## config.mk

```make
export PLATFORM = sky130hd
export DESIGN_NAME = io_timer_periph
export DESIGN_NICKNAME = d
export VERILOG_FILES = /design/src/rtl/io_timer_periph.sv
export SDC_FILE = /design/constraint.sdc
export NUM_CORES = 1
export LEC_CHECK = 0
export ABC_AREA = 1
export BUFFER_PORTS_ARGS = -buffer_cell sky130_fd_sc_hd__buf_2
export CORE_ASPECT_RATIO = 1.1
export CORE_UTILIZATION = 40
export DETAILED_ROUTE_END_ITERATION = 8
export PLACE_DENSITY = 0.61
export SETUP_SLACK_MARGIN = 0.05
export SLEW_MARGIN = 20
export SYNTH_ARGS = -nofsm -noshare
export SYNTH_HDL_FRONTEND = slang
export SYNTH_SLANG_ARGS = --single-unit
```

## constraint.sdc

```tcl
create_clock -name clk -period 4.3 [get_ports clk]
set_input_delay 0.43 -clock clk [delete_from_list [all_inputs] [get_ports clk]]
set_output_delay 0.43 -clock clk [all_outputs]
set_load 0.01 [all_outputs]
```

## src/rtl/io_timer_periph.sv

```systemverilog
// Memory-mapped GPIO + down-counting timer at 0xF0-0xFF; writes land on the clk edge, reads are combinational.
// No backpressure: every bus access completes in its own cycle; port inputs pass a 2-flop synchronizer.
module io_timer_periph (
  input  logic       clk,
  input  logic       reset,
  input  logic [7:0] address,
  input  logic       write,
  input  logic [7:0] to_memory,
  output logic [7:0] io_rdata,
  output logic       io_sel,
  input  logic [7:0] port_in0,
  input  logic [7:0] port_in1,
  output logic [7:0] port_out0,
  output logic [7:0] port_out1,
  output logic       irq
);

  typedef enum logic {IDLE = 1'b0, RUN = 1'b1} tmr_state_t;

  tmr_state_t state, state_nxt;
  logic       tmr_en;
  logic       tmr_auto;
  logic [1:0] tmr_pre;
  logic       tmr_ie;
  logic [7:0] tmr_reload;
  logic [7:0] tmr_count;
  logic [5:0] presc;
  logic [5:0] div_m1;
  logic       flag;
  logic [7:0] sync0_a, sync0_b, sync1_a, sync1_b;

  logic wr_en, wr_port0, wr_port1, wr_ctrl, wr_reload, wr_status;
  logic tick, expire, start, pre_chg;

  assign io_sel    = (address[7:4] == 4'hF);
  assign wr_en     = write & io_sel;
  assign wr_port0  = wr_en && (address[3:0] == 4'h0);
  assign wr_port1  = wr_en && (address[3:0] == 4'h1);
  assign wr_ctrl   = wr_en && (address[3:0] == 4'h4);
  assign wr_reload = wr_en && (address[3:0] == 4'h5);
  assign wr_status = wr_en && (address[3:0] == 4'h7);

  always_comb begin
    div_m1 = 6'd0;
    case (tmr_pre)
      2'b00:   div_m1 = 6'd0;
      2'b01:   div_m1 = 6'd3;
      2'b10:   div_m1 = 6'd15;
      default: div_m1 = 6'd63;
    endcase
  end

  assign tick    = tmr_en && (presc == div_m1);
  assign expire  = tick && (tmr_count == 8'd0);
  // A CPU EN=1 write also restarts when a one-shot expiry would drop EN this cycle.
  assign start   = wr_ctrl && to_memory[0] && (!tmr_en || (expire && !tmr_auto));
  assign pre_chg = wr_ctrl && (to_memory[3:2] != tmr_pre);

  always_ff @(posedge clk or negedge reset) begin
    if (!reset) state <= IDLE;
    else        state <= state_nxt;
  end

  always_comb begin
    state_nxt = state;
    if (wr_ctrl)                    state_nxt = to_memory[0] ? RUN : IDLE;
    else if (expire && !tmr_auto)   state_nxt = IDLE;
  end

  always_comb begin
    tmr_en = (state == RUN);
  end

  always_ff @(posedge clk or negedge reset) begin
    if (!reset) begin
      port_out0  <= 8'h00;
      port_out1  <= 8'h00;
      sync0_a    <= 8'h00;
      sync0_b    <= 8'h00;
      sync1_a    <= 8'h00;
      sync1_b    <= 8'h00;
      tmr_auto   <= 1'b0;
      tmr_pre    <= 2'b00;
      tmr_ie     <= 1'b0;
      tmr_reload <= 8'h00;
      tmr_count  <= 8'h00;
      presc      <= 6'd0;
      flag       <= 1'b0;
    end else begin
      if (wr_port0) port_out0 <= to_memory;
      if (wr_port1) port_out1 <= to_memory;
      sync0_a <= port_in0;
      sync0_b <= sync0_a;
      sync1_a <= port_in1;
      sync1_b <= sync1_a;
      if (wr_ctrl) begin
        tmr_auto <= to_memory[1];
        tmr_pre  <= to_memory[3:2];
        tmr_ie   <= to_memory[4];
      end
      if (wr_reload) tmr_reload <= to_memory;

      if (start)
        tmr_count <= tmr_reload;
      else if (tick) begin
        if (tmr_count != 8'd0)  tmr_count <= tmr_count - 8'd1;
        else if (tmr_auto)      tmr_count <= tmr_reload;
      end

      if (state_nxt == IDLE || start || pre_chg || tick) presc <= 6'd0;
      else                                               presc <= presc + 6'd1;

      // Expiry set takes priority over a same-cycle write-1-to-clear.
      if (expire)                         flag <= 1'b1;
      else if (wr_status && to_memory[0]) flag <= 1'b0;
    end
  end

  always_comb begin
    io_rdata = 8'h00;
    if (io_sel) begin
      case (address[3:0])
        4'h0:    io_rdata = port_out0;
        4'h1:    io_rdata = port_out1;
        4'h2:    io_rdata = sync0_b;
        4'h3:    io_rdata = sync1_b;
        4'h4:    io_rdata = {3'b000, tmr_ie, tmr_pre, tmr_auto, tmr_en};
        4'h5:    io_rdata = tmr_reload;
        4'h6:    io_rdata = tmr_count;
        4'h7:    io_rdata = {7'b0000000, flag};
        default: io_rdata = 8'h00;
      endcase
    end
  end

  assign irq = flag & tmr_ie;

endmodule

```

# [Yosys cells after proc, flatten, opt, wreduce, memory -nomap -nowiden]
# Cells that the tools add are included.
[word_totals] reg_bits=76 latch_bits=0 ram_bits=0 mem_bits_ro=0 in_bits=35 out_inout_bits=26 elab_cells=70 mem_count=0
[op_classes] n_addsub=2 n_mul=0 div=0 n_lt_le_gt_ge=0 eq_ne=12 shift=0 n_mux=13 bitwise=3 n_reduce_logical=26
[ops] operator="8-bit one-hot mux with 8 select lines" n=1
[ops] operator="8-bit 2-to-1 mux" n=5
[ops] operator="6-bit one-hot mux with 3 select lines" n=1
[ops] operator="4-bit by 3-bit equality test with 1-bit output, second input constant" n=4
[ops] operator="1-bit logical AND" n=12
[ops] operator="4-bit by 2-bit equality test with 1-bit output, second input constant" n=2
[ops] operator="8-bit logical NOT" n=1
[ops] operator="8-bit nonzero test" n=1
[ops] operator="8-bit by 1-bit subtractor with 8-bit output, second input constant" n=1
[ops] operator="6-bit by 1-bit adder with 6-bit output, second input constant" n=1
[ops] operator="6-bit equality test" n=1
[ops] operator="6-bit 2-to-1 mux" n=1
[ops] operator="1-bit 2-to-1 mux" n=5
[ops] operator="4-bit by 1-bit equality test with 1-bit output, second input constant" n=1
[ops] operator="4-bit equality test, second input constant" n=1
[ops] operator="4-bit logical NOT" n=1
[ops] operator="1-bit logical OR" n=4
[ops] operator="2-bit nonzero test" n=2
[ops] operator="3-bit nonzero test" n=1
[ops] operator="1-bit bitwise AND" n=2
[ops] operator="2-bit by 1-bit equality test with 1-bit output, second input constant" n=1
[ops] operator="2-bit equality test, second input constant" n=1
[ops] operator="1-bit logical NOT" n=2
[ops] operator="2-bit logical NOT" n=1
[ops] operator="other kinds (3)" n=3

# [Longest topological paths before layout]
[depth] word_depth=13 ltp_mapped=14 ltp_nobuf=13

# [Worst setup path before layout]
# Ideal clock, no wire load.
[synth_path] path_kind="input to output" from="input port address[3]" to="output port io_rdata[3]" t_arrival_ns=1.420 t_required_ns=3.870 slack_ns=2.450 cell_stages=6 n_path_buf=0 path_cell_list="nor2_1 inv_2 nor3_2 a22o_1 nor2_1 a21oi_1"
[synth_between] elab_chain_cells=3 elab_cells_between_ends=10 cone_classes="eq/ne (7); mux (2); reduce/logical (1)"
[synth_lines] element="start, declared" line="6" text="input logic [7:0] address,"
[synth_lines] element="4-bit by 3-bit equality test with 1-bit output, or another cell as far along" line="122" text="case (address[3:0])"
[synth_lines] element="8-bit one-hot mux with 8 select lines (*)" line="122"
[synth_lines] element="8-bit 2-to-1 mux (*)" line="121" text="if (io_sel) begin"
[synth_lines] element="end, declared" line="9" text="output logic [7:0] io_rdata,"
# Every way passes the cells marked *; elsewhere a longest branch is shown, timed or not.

# [Worst setup path after layout]
# Ends and elaborated chain as after synthesis.

==> results_dict.tcl <==
set metrics [dict create \
    cts.repair.resized 0 \
    core_sq_mm 0.00836 \
    yosys_warnings 0 \
    async_flop_share_pct 100 \
    synth_area_sq_mm 0.00346 \
    critPathMaxFanout 9 \
    grt_pass1_wl_mm 13.4 \
    worst_pin_slew_ps 960 \
    worstSetupEndpointType "output pin" \
    final_common_cell "nand2_1" \
    grt_pass1_vias 2788 \
    drt_drc_violations_left 0 \
    rows 35 \
    ys_seq_area_share_pct 55.0 \
    synthMuxAreaShare_pct 0 \
    outcome "completed" \
    slew_violations 0 \
    drive_gt1_share_pct 22.2 \
    period_share_pct 54.5 \
    syn_inst 394 \
    dieArea_sq_mm 0.00903 \
    synth_xor_area_share_pct 2.28 \
    slew_headroom_pct 36.0 \
    syn_nets 432 \
    holdCritPathClass "primary input to flop" \
    ys_ff_latch 76 \
    clk_latency_ps 350 \
    total_power_mw 1.44 \
    die_h_um 99.5 \
    fmax_ghz 0.427 \
    drtPass1Iterations 4 \
    grt_start_max_net_pins 77 \
    clk_pin_slew_worst_paths_ps 90 \
    synth_compound_area_share_pct 11.4 \
    powerDensity_mw_per_mm2 354 \
    grt_use_total_pct 18.9 \
    final.setup.tns_ps 0 \
    ys_types 36 \
    synthAdderAreaFrac_pct 1.08 \
    start_kind "primary input" \
    path_buf_inv 3 \
    numCtsBuffers 9 \
    hpwlAfterDp_mm 5.79 \
    ir_drop_mv 0.231 \
    clk_path_buf_depth 2 \
    syn_avg_cell_area_sq_um 8.78 \
    synth_enable_flop_cells 0 \
    min_period_ps 2340 \
    cpLargestDelayFamily "simple AND/OR/NAND/NOR gates" \
    wl_per_cell_um 13.8 \
    ctsHoldBuffers 0 \
    nNetsFinal 497 \
    maxCapViolations 0 \
    synth_top_family_by_area "simple AND/OR/NAND/NOR gates" \
    antenna_cells 0 \
    cts_tree "yes" \
    crit_arrival_ps 1910 \
    synth_top_area_share_pct 55.0 \
    rsz0062_at_grt "no" \
    synth.largest_area_cell "dfrtp_1" \
    die_x_um 90.7 \
    num_vias 2793 \
    critPathMaxStageDelay_ps 470 \
    area_growth_pct 17.8 \
    io_buffers 60 \
    io_pins 61 \
    finalHoldViolations 0 \
    yosys.area_share.simple_pct 25.1 \
    final_cell_mix "118 x nand2_1, 76 x dfrtp_1, 59 x buf_2" \
    postCtsSetupBuffers 0 \
    routed_wl_mm 7.93 \
    globalplace.congestion 0.812 \
    via_per_inst 4.86 \
    grt_overflow 0 \
    clkSinkCount 76 \
    root_buffer "clkbuf_8" \
    synth.area.top_cells "dfrtp_1 55%, nand2_1 13%, o21ai_0 4.3%" \
    htreeDepth 3 \
    ant_nets 0 \
    antenna_found_initial 0 \
    path_class "primary input to output pin" \
    initial_core_util_pct 41.4 \
    synth_flop_cell "dfrtp_1" \
    holdWs_ps 177 \
    critPathRequiredTime_ps 3870 \
    setup_violations 0 \
    fin_skew_ps 12.0 \
    crit_chain "buf_2, nor2_1, inv_2, nor3_2, a22o_1, nor2_1, a21oi_1, buf_2" \
    slowest_stage "nor3_2" \
    leakage_nw 2.03 \
    dr.first_iter.drc_count 94 \
]
==> metrics by stage <==
step                      worst slack, ps  utilization [%]  instances  instance area (sq um)
after floorplan                      2450                -        394                   3460
after global placement               1950             46.3        559                   3870
final                                1960             48.7        575                   4080
after CTS                            1900             48.7        575                   4080
after detailed placement             1910             46.3        559                   3870
after global routing                 1780             48.7        575                   4080
==> metal layers <==
metal / vias up / share of wire [%] / global-route usage (%)
met5: - / 0 / 0
met4: 0 / 1.7 / 7.07
met3: 15 / 3.8 / 3.44
met2: 64 / 49 / 32.9
met1: 1298 / 45 / 23.5
li1: 1416 / - / -
==> registers in the layout (all words and copies together) (netlist names) <==
signal and flops:
flag 1, port_out0 8, port_out1 8, presc 6
state 1, sync0_a 8, sync0_b 8, sync1_a 8
sync1_b 8, tmr_auto 1, tmr_count 8, tmr_ie 1
tmr_pre 2, tmr_reload 8
==> worst register-to-register path: stages (launching register included) <==
cell and delay (ps):
dfrtp_1 410, inv_1 170, ha_1 180, nand3_1 90
nor2_2 440, inv_2 150, o21ai_2 380, nand2_2 190
nand2_1 110, nand2_1 50
==> final cells by class <==
class,count,area (sq um)
timing repair buffer,60,303
clock inverter,7,82.6
inverter,39,146
tap,111,139
sequential,76,1900
fill,815,4290
multi-input combinational,273,1380
clock buffer,9,124
==> cells in the mapped netlist, drive strengths merged (2+ instances only) <==
cell type	n
o22ai	2
clkbuf	2
dfrtp	76
buf	4
a21oi	7
o21ai	47
nor2	27
nor3	3
nand3	26
a211oi	5
nand2	127
ha	3
xnor2	2
xor2	7
or2	2
a22o	2
inv	38
a31oi	3
nand4	6
==> worst paths after layout <==
check                                  start           end  slack (ps)  cells past startpoint
worst max-delay path              address[3]   io_rdata[3]        1960                      8
worst min-delay path             port_in0[5]    sync0_a[5]         180                      1
worst max register to register  tmr_count[0]  tmr_count[7]        2030                      9
worst min register to register    sync1_a[1]    sync1_b[1]         350                      0
max in group asynchronous              reset  port_out0[3]        3450                      1
min in group asynchronous              reset      presc[1]         190                      1
==> power by group <==
part | internal (mW) | switching (mW)
logic | 0.0411 | 0.0736
clock network | 0.277 | 0.288
registers | 0.744 | 0.0202
total | 1.06 | 0.382
==> logic make-up (layout without fill, tap and decap cells) <==
logic type               after synthesis  count (layout)
AND/OR/NAND/NOR                      191             191
XOR/XNOR                               9               9
buffers and inverters                 45             115
AO/OA/AOI/OAI                         70              70
adder cells (fa/ha/maj)                3               3
flip-flops                            76              76
Note: power is estimated with default switching activity, not from simulation.
